`src/rtl/exec_seq_pkg.sv`:
```
// Shared encodings for the multi-cycle execute sequencer: state, unit select, default latencies.
// Pure declarations; no logic, no latency.
// No flow control.
package exec_seq_pkg;

    typedef enum logic [1:0] {
        ST_IDLE = 2'd0,
        ST_LOAD = 2'd1,
        ST_RUN  = 2'd2,
        ST_WB   = 2'd3
    } state_t;

    localparam logic [1:0] OP_MUL  = 2'b00;
    localparam logic [1:0] OP_FADD = 2'b01;
    localparam logic [1:0] OP_FMUL = 2'b10;
    localparam logic [1:0] OP_FDIV = 2'b11;

    localparam int unsigned DEF_MUL_LAT  = 2;
    localparam int unsigned DEF_FADD_LAT = 3;
    localparam int unsigned DEF_FMUL_LAT = 4;
    localparam int unsigned DEF_FDIV_LAT = 8;

    // Counter preload value: RUN lasts lat cycles, ending on the cycle the count is zero.
    function automatic logic [3:0] lat_preload(input int unsigned lat);
        return 4'(lat - 1);
    endfunction

endpackage

```
`src/rtl/lat_counter.sv`:
```
// 4-bit loadable down-counter that saturates at zero.
// Load and decrement take effect on the next rising edge; zero is combinational.
// No flow control; load has priority over dec.
module lat_counter (
    input  logic       clk,
    input  logic       reset,
    input  logic       load,
    input  logic       dec,
    input  logic [3:0] load_val,
    output logic       zero
);

    logic [3:0] cnt_q;

    always_ff @(posedge clk) begin
        if (!reset) begin
            cnt_q <= 4'd0;
        end else if (load) begin
            cnt_q <= load_val;
        end else if (dec && (cnt_q != 4'd0)) begin
            cnt_q <= cnt_q - 4'd1;
        end
    end

    assign zero = (cnt_q == 4'd0);

endmodule

```
`src/rtl/exec_sequencer.sv`:
```
// Sequences one long-latency unit operation: operand load, latency count, gated write-back.
// Accepted start -> LOAD next cycle -> LAT RUN cycles -> one WB cycle; issue interval LAT+3.
// Holds the main FSM with stall while busy; start while busy is dropped and flagged via collision.
module exec_sequencer
    import exec_seq_pkg::*;
#(
    parameter int unsigned MUL_LAT  = DEF_MUL_LAT,
    parameter int unsigned FADD_LAT = DEF_FADD_LAT,
    parameter int unsigned FMUL_LAT = DEF_FMUL_LAT,
    parameter int unsigned FDIV_LAT = DEF_FDIV_LAT
) (
    input  logic        clk,
    input  logic        reset,
    input  logic        start,
    input  logic [1:0]  op_kind,
    input  logic        cond_ok,
    input  logic        flag_s,
    input  logic        kill,
    input  logic [31:0] unit_result,
    input  logic [3:0]  unit_flags,
    output logic        opnd_le,
    output logic [1:0]  unit_sel,
    output logic        stall,
    output logic        done,
    output logic        reg_we,
    output logic        flag_we,
    output logic [31:0] result_q,
    output logic [3:0]  flags_q,
    output logic        collision
);

    state_t     state_q;
    state_t     state_d;
    logic       cond_q;
    logic       flag_s_q;
    logic       start_acc;
    logic       wb_enter;
    logic       cnt_load;
    logic       cnt_dec;
    logic       cnt_zero;
    logic [3:0] lat_m1;

    assign start_acc = (state_q == ST_IDLE) && start && !kill;
    assign cnt_load  = (state_q == ST_LOAD);
    assign cnt_dec   = (state_q == ST_RUN);
    // Result is captured on the edge entering WB so it is stable during the write-back cycle.
    assign wb_enter  = (state_q == ST_RUN) && cnt_zero && !kill;
    assign collision = start && (state_q != ST_IDLE);

    always_comb begin
        lat_m1 = lat_preload(MUL_LAT);
        case (unit_sel)
            OP_MUL:  lat_m1 = lat_preload(MUL_LAT);
            OP_FADD: lat_m1 = lat_preload(FADD_LAT);
            OP_FMUL: lat_m1 = lat_preload(FMUL_LAT);
            OP_FDIV: lat_m1 = lat_preload(FDIV_LAT);
            default: lat_m1 = lat_preload(MUL_LAT);
        endcase
    end

    lat_counter u_lat_counter (
        .clk      (clk),
        .reset    (reset),
        .load     (cnt_load),
        .dec      (cnt_dec),
        .load_val (lat_m1),
        .zero     (cnt_zero)
    );

    always_ff @(posedge clk) begin
        if (!reset) begin
            state_q  <= ST_IDLE;
            unit_sel <= OP_MUL;
            cond_q   <= 1'b0;
            flag_s_q <= 1'b0;
            result_q <= 32'd0;
            flags_q  <= 4'd0;
        end else begin
            state_q <= state_d;
            if (start_acc) begin
                unit_sel <= op_kind;
                cond_q   <= cond_ok;
                flag_s_q <= flag_s;
            end
            if (wb_enter) begin
                result_q <= unit_result;
                flags_q  <= unit_flags;
            end
        end
    end

    always_comb begin
        state_d = state_q;
        opnd_le = 1'b0;
        stall   = 1'b0;
        done    = 1'b0;
        reg_we  = 1'b0;
        flag_we = 1'b0;
        case (state_q)
            ST_IDLE: begin
                if (start_acc) state_d = ST_LOAD;
            end
            ST_LOAD: begin
                opnd_le = 1'b1;
                stall   = 1'b1;
                state_d = kill ? ST_IDLE : ST_RUN;
            end
            ST_RUN: begin
                stall = 1'b1;
                if (kill)          state_d = ST_IDLE;
                else if (cnt_zero) state_d = ST_WB;
            end
            ST_WB: begin
                done    = 1'b1;
                reg_we  = cond_q;
                flag_we = cond_q & flag_s_q;
                state_d = ST_IDLE;
            end
            default: state_d = ST_IDLE;
        endcase
    end

endmodule

```
`config.mk`:
```
export PLATFORM = sky130hd
export DESIGN_NAME = exec_sequencer
export DESIGN_NICKNAME = d
export VERILOG_FILES = /design/src/rtl/exec_seq_pkg.sv /design/src/rtl/lat_counter.sv /design/src/rtl/exec_sequencer.sv
export SDC_FILE = /design/constraint.sdc
export NUM_CORES = 1
export LEC_CHECK = 0
export ABC_AREA = 1
export CAP_MARGIN = 20
export CELL_PAD_IN_SITES_DETAIL_PLACEMENT = 0
export CELL_PAD_IN_SITES_GLOBAL_PLACEMENT = 2
export CORE_MARGIN = 1.5
export CORE_UTILIZATION = 21
export DETAILED_ROUTE_END_ITERATION = 10
export GPL_TIMING_DRIVEN = 0
export PLACE_DENSITY_LB_ADDON = 0.15
export SLEW_MARGIN = 20
export SYNTH_ARGS = -nofsm -noshare
export SYNTH_HDL_FRONTEND = slang
export SYNTH_SLANG_ARGS = --single-unit
```
`constraint.sdc`:
```
create_clock -name clk -period 1.8 [get_ports clk]
set_input_delay 0.36 -clock clk [delete_from_list [all_inputs] [get_ports clk]]
set_output_delay 0.36 -clock clk [all_outputs]
set_load 0.01 [all_outputs]
```
; ---- Word level (Yosys, flattened, before mapping)
; Cells that the tools add are included.
[classes]
addsub = 1
multipliers = 0
div_mod_pow = 0
magnitude_cmp = 0
eq_ne = 8
shifts = 0
muxes = 13
n_bitwise = 1
n_reduce_logical = 15
[ops]
columns = operator, count
row1 = $pmux W4 S4, 1
row2 = $eq A2 B2 Y1 const B, 4
row3 = $mux W2, 4
row4 = $mux W4, 2
row5 = $pmux W2 S4, 1
row6 = $logic_and A1 B1 Y1, 6
row7 = $mux W1, 5
row8 = $eq A2 B1 Y1 const B, 2
row9 = $logic_not A2 Y1, 2
row10 = $logic_not A4 Y1, 1
row11 = $reduce_bool A2 Y1, 2
row12 = $reduce_bool A4 Y1, 1
row13 = $sub A4 B1 Y4 const B, 1
row14 = $ne A3 B3 Y1 const B, 1
row15 = $ne A2 B2 Y1 const B, 1
row16 = $reduce_and A2 Y1, 1
row17 = $reduce_or A2 Y1, 1
row18 = $and A1 B1 Y1, 1
row19 = $logic_not A1 Y1, 1
[word_totals]
regBits = 46
latch_bits = 0
mem_bits_rw = 0
mem_bits_ro = 0
inputBits = 44
output_inout_bits = 44
word_cells = 45
n_memories = 0

; ---- Longest topological paths before layout
[logic_depth]
ltp_word = 5
ltp_mapped = 9
depth_no_buf = 9

; ---- Modules after synthesis
; A second synthesis with hierarchy kept.
[hier_totals]
cells_unflattened = 248
area_unflattened_um2 = 1889.3
[modules_own_cells]
columns = mod, instances, cells_per_inst, area_per_inst_um2, seq_area_each_um2
row1 = exec_sequencer, 1, 207, 1615.3, 840.8
row2 = lat_counter, 1, 41, 274.0, 80.1

; ---- Worst setup path after synthesis
; OpenSTA, ideal clock, no wires.
[synth_timing]
path_kind = register to register
start = reg state_q[0]
end = reg flags_q[1]
setup_ps = 116
t_arrival_ps = 1215
required_ps = 1684
path_slack_ps = 469
stages_incl_launch_ff = 9
n_path_buf = 1
period_less_slack_ps = 1331
path_cell_list = dfxtp_1 -> inv_1 -> ha_1 -> nand2_2 -> nor2_8 -> inv_6 -> buf_8 -> nor2_1 -> nor2_1
[synth_via]
elab_chain_len = 3
[synth_rtl]
columns = element, line
row1 = "start, declared", exec_sequencer.sv:32  ; state_t state_q;
row2 = "start signal, assigned", exec_sequencer.sv:79  ; state_q <= state_d;
row3 = $eq A2 B2 Y1, exec_sequencer.sv:47  ; assign wb_enter = (state_q == ST_RUN) && cnt_zero && !kill;
row4 = $logic_and A1 B1 Y1 (2 in series), exec_sequencer.sv:47
row5 = "end signal, assigned", exec_sequencer.sv:87  ; flags_q <= unit_flags;
row6 = "end, declared", exec_sequencer.sv:28  ; output logic [3:0] flags_q,
; Every way passes these cells.
; A chain may end at the register's enable or synchronous reset.

; ---- Final worst setup path
[layout_timing]
start = reg state_q[0]
end = out done
[layout_via]
elab_chain_len = 2
[layout_rtl]
columns = element, line
row1 = $eq A2 B2 Y1, exec_sequencer.sv:99  ; case (state_q)
row2 = $mux W1, exec_sequencer.sv:99
row3 = "end, declared", exec_sequencer.sv:24  ; output logic done,
; Every way passes these cells.

==> flow_metrics.env <==
export IMPL_synthMuxAreaShare_pct=0
export IMPL_grt_pass1_wl_um=8910
export IMPL_die_h_um=98.2
export IMPL_synth_simple_gate_area_share_pct=27.0
export IMPL_synthToLayoutAreaGrowth_pct=57.6
export IMPL_setup_tns_ns=0
export IMPL_crit_path_max_fanout=4
export IMPL_post_dp_hpwl_um=3970
export IMPL_antenna_found_initial=0
export IMPL_drive_above_1_share_pct=8.09
export IMPL_clk_pin_slew_worst_paths_ns=0.09
export IMPL_synth_avg_cell_area_um2=7.55
export IMPL_tightest_slew_ns=0.409
export IMPL_finalSetupViolCount=0
export IMPL_yosysWarnings=0
export IMPL_skew_ns=0.0136
export IMPL_gr_total_overflow=0
export IMPL_finalHoldWorstSlack_ns=0.429
export IMPL_r2r_end="result_q[1]"
export IMPL_synth_edff_count=0
export IMPL_r2r_slack_ns=0.25
export IMPL_dpl_instance_area_um2=2900
export IMPL_diodes=0
export IMPL_cp_start_kind="flip-flop"
export IMPL_grt_pass1_vias=1851
export IMPL_synth_fp_nets=302
export IMPL_fin_crit_sh_pct=96.4
export IMPL_setup_slack_ns=0.0654
export IMPL_crit_required_ns=1.44
export IMPL_drt_wirelength_per_cell_um=11.8
export IMPL_crit_path_start="state_q[0]"
export IMPL_clkLatencyLatePin_ns=0.30
export IMPL_viasPerCell=4.06
export IMPL_num_vias=1843
export IMPL_reg2regPathDepth=8
export IMPL_fmax_mhz=576
export IMPL_firstDrtPassIters=5
export IMPL_status="finished clean"
export IMPL_hp_class="primary input to flip-flop"
export IMPL_critPathKind="flip-flop to output port"
export IMPL_syn_area_um2=1900
export IMPL_tritoncts="built"
export IMPL_finalNetCount=395
export IMPL_gp_congestion=0.738
export IMPL_fin_crit_ns=1.73
export IMPL_wl_um=5350
export IMPL_cts_buffer_depth=2
export IMPL_die_area_um2=9640
export IMPL_holdPathEnd="unit_sel[1]"
export IMPL_antenna_left=0
export IMPL_min_path_cells=3
export IMPL_core_area_um2=8760
export IMPL_rsz0062_at_grt="false"
export IMPL_hold_violations=0
export IMPL_synth_distinct_cells=19
export IMPL_p_leak_uw=0.00131
export IMPL_async_reset_ff_share_pct=0
export IMPL_cts_root_buf="clkbuf_8"
export IMPL_reg2reg_from="state_q[0]"
export IMPL_crit_path_top_delay_cell="clkdlybuf4s50_1"
export IMPL_drt_initial_drc_count=59
export IMPL_maxCapViolCount=0
export IMPL_synthXorXnorAreaFrac_pct=0
export IMPL_slew_headroom_pct=72.7
export IMPL_h_tree_depth=2
export IMPL_cp_end_kind="output port"
export IMPL_clkSinkCount=46
export IMPL_synth_compound_area_share_pct=12.1
export IMPL_fp_row_count=34
export IMPL_io_pins=88
export IMPL_max_stage_delay_ns=0.54
export IMPL_post_cts_setup_buffers=0
export IMPL_synth_fa_ha_area_share_pct=3.95
export IMPL_cp_arrival_ns=1.37
export IMPL_powerDensity_nw_per_um2=1100
export IMPL_initial_core_util_pct=21.7
export IMPL_ys_seq_area_share_pct=48.4
export IMPL_die_w_um=98.2
export IMPL_cts_made_buffers=5
export IMPL_synthesis_instances=252
export IMPL_pre_cts_ws_ns=-0.0606
export IMPL_peakVddDrop_v=0.000399
export IMPL_ys_flop_type="dfxtp_1"
export IMPL_design_area_um2=3000
export IMPL_ys_seq_elements=46
export IMPL_port_buffers=86
export IMPL_grt_use_total_pct=11.5
export IMPL_drc=0
export IMPL_slew_viol_final=0
export IMPL_synth_top_family_by_area="simple AND/OR/NAND/NOR gates"
export IMPL_crit_path_cell_trace="ha_1 > clkdlybuf4s50_1"
export IMPL_hp_start="reset"
export IMPL_grt_max_degree=15
export IMPL_power_total_uw=3290
[layer usage]
layer / part of all wire [%] / GRT usage [%]
met5: 0 / 0
met4: 0.97 / 3.58
met3: 7.6 / 4.58
met2: 45 / 17.2
met1: 46 / 15.3
[worst max-delay path, delay by kind of cell (launching register included)]
family / cells / cell delay, ns
buf+inv: 1 / 0.54
flops: 1 / 0.38
fa+ha+maj: 1 / 0.17
[metrics by stage]
| stage | instances | util, % |
|---|---|---|
| global placement | 446 | 33.1 |
| detailed placement | 446 | 33.1 |
| floorplan | 252 | - |
| global route | 454 | 34.2 |
| CTS | 454 | 34.2 |
| finish | 454 | 34.2 |
[Yosys cell counts, types with 2 or more instances]
cell type  count  share of area [%]
o21ai_0       25                6.6
clkbuf_1       3               0.59
nand2_2        2               0.66
buf_6          5                3.0
a21oi_1        5                1.3
o21ai_1       16                4.2
nor2_1        88                 17
nand2_1       24                4.7
nor2_2         5                1.6
dfxtp_1       46                 48
ha_1           6                3.9
nand3_1        5                1.3
inv_1         16                3.2
[cells by family after synthesis]
logic type                 count (synthesis)
buffers and inverters                     28
adders and majority gates                  6
and+or+nand+nor                          126
AOI/OAI and AO/OA                         46
DFF                                       46
[worst max-delay path by stage]
stage | to | cells past startpoint
2_1_floorplan | flags_q[1] | 8
3_3_place_gp | collision | 4
3_5_place_dp | collision | 4
4_1_cts | done | 2
5_1_grt | done | 2
6_report | done | 2
[cells in the final DEF (no fill, tap or decap)]
| cell | instances |
|---|---|
| dfxtp_2 | 1 |
| nand2_1 | 24 |
| nor2_1 | 88 |
| buf_6 | 5 |
| inv_1 | 16 |
| dfxtp_4 | 1 |
| clkinv_2 | 1 |
| a21oi_1 | 5 |
| clkdlybuf4s50_1 | 81 |
| inv_6 | 1 |
| nor2_2 | 5 |
| o21ai_0 | 25 |
| ha_1 | 4 |
| ha_2 | 1 |
| nand3_1 | 5 |
| clkbuf_8 | 5 |
| buf_2 | 1 |
| dlygate4sd2_1 | 5 |
| nand2_2 | 2 |
| clkbuf_2 | 1 |
| clkbuf_1 | 4 |
| o21ai_1 | 16 |
| dfxtp_1 | 44 |
| nor2_8 | 1 |
| buf_8 | 1 |
| ha_4 | 1 |
| nor3_1 | 1 |
| clkinv_4 | 1 |
[report_power, final]
part | internal (µW) | leakage [µW] | switching, µW
logic | 643 | 0.000888 | 645
clock network | 275 | 0.0000452 | 368
registers | 1230 | 0.000375 | 125
total | 2150 | 0.00131 | 1140
[sequential cells by signal, indices dropped and copies added, names as in the netlist]
| register | flops |
|---|---|
| flag_s_q | 1 |
| result_q | 32 |
| u_lat_counter.cnt_q | 4 |
| flags_q | 4 |
| unit_sel | 2 |
| cond_q | 1 |
| state_q | 2 |
[final cells by class]
class,count,area (µm²)
Fill cell,942,5770
Sequential cell,46,926
Timing Repair Buffer,86,855
Multi-Input combinational cell,178,835
Tap cell,108,135
Buffer,11,92.6
Clock buffer,6,72.6
Inverter,17,68.8
Clock inverter,2,13.8
[repair_timing]
item | CTS | global route
setup endpoints to repair | 5 | 3
resized for setup | 9 | 2
hold buffers | 0 | 0
cloned | 0 | 0
Power figures use the tool's default switching activity.
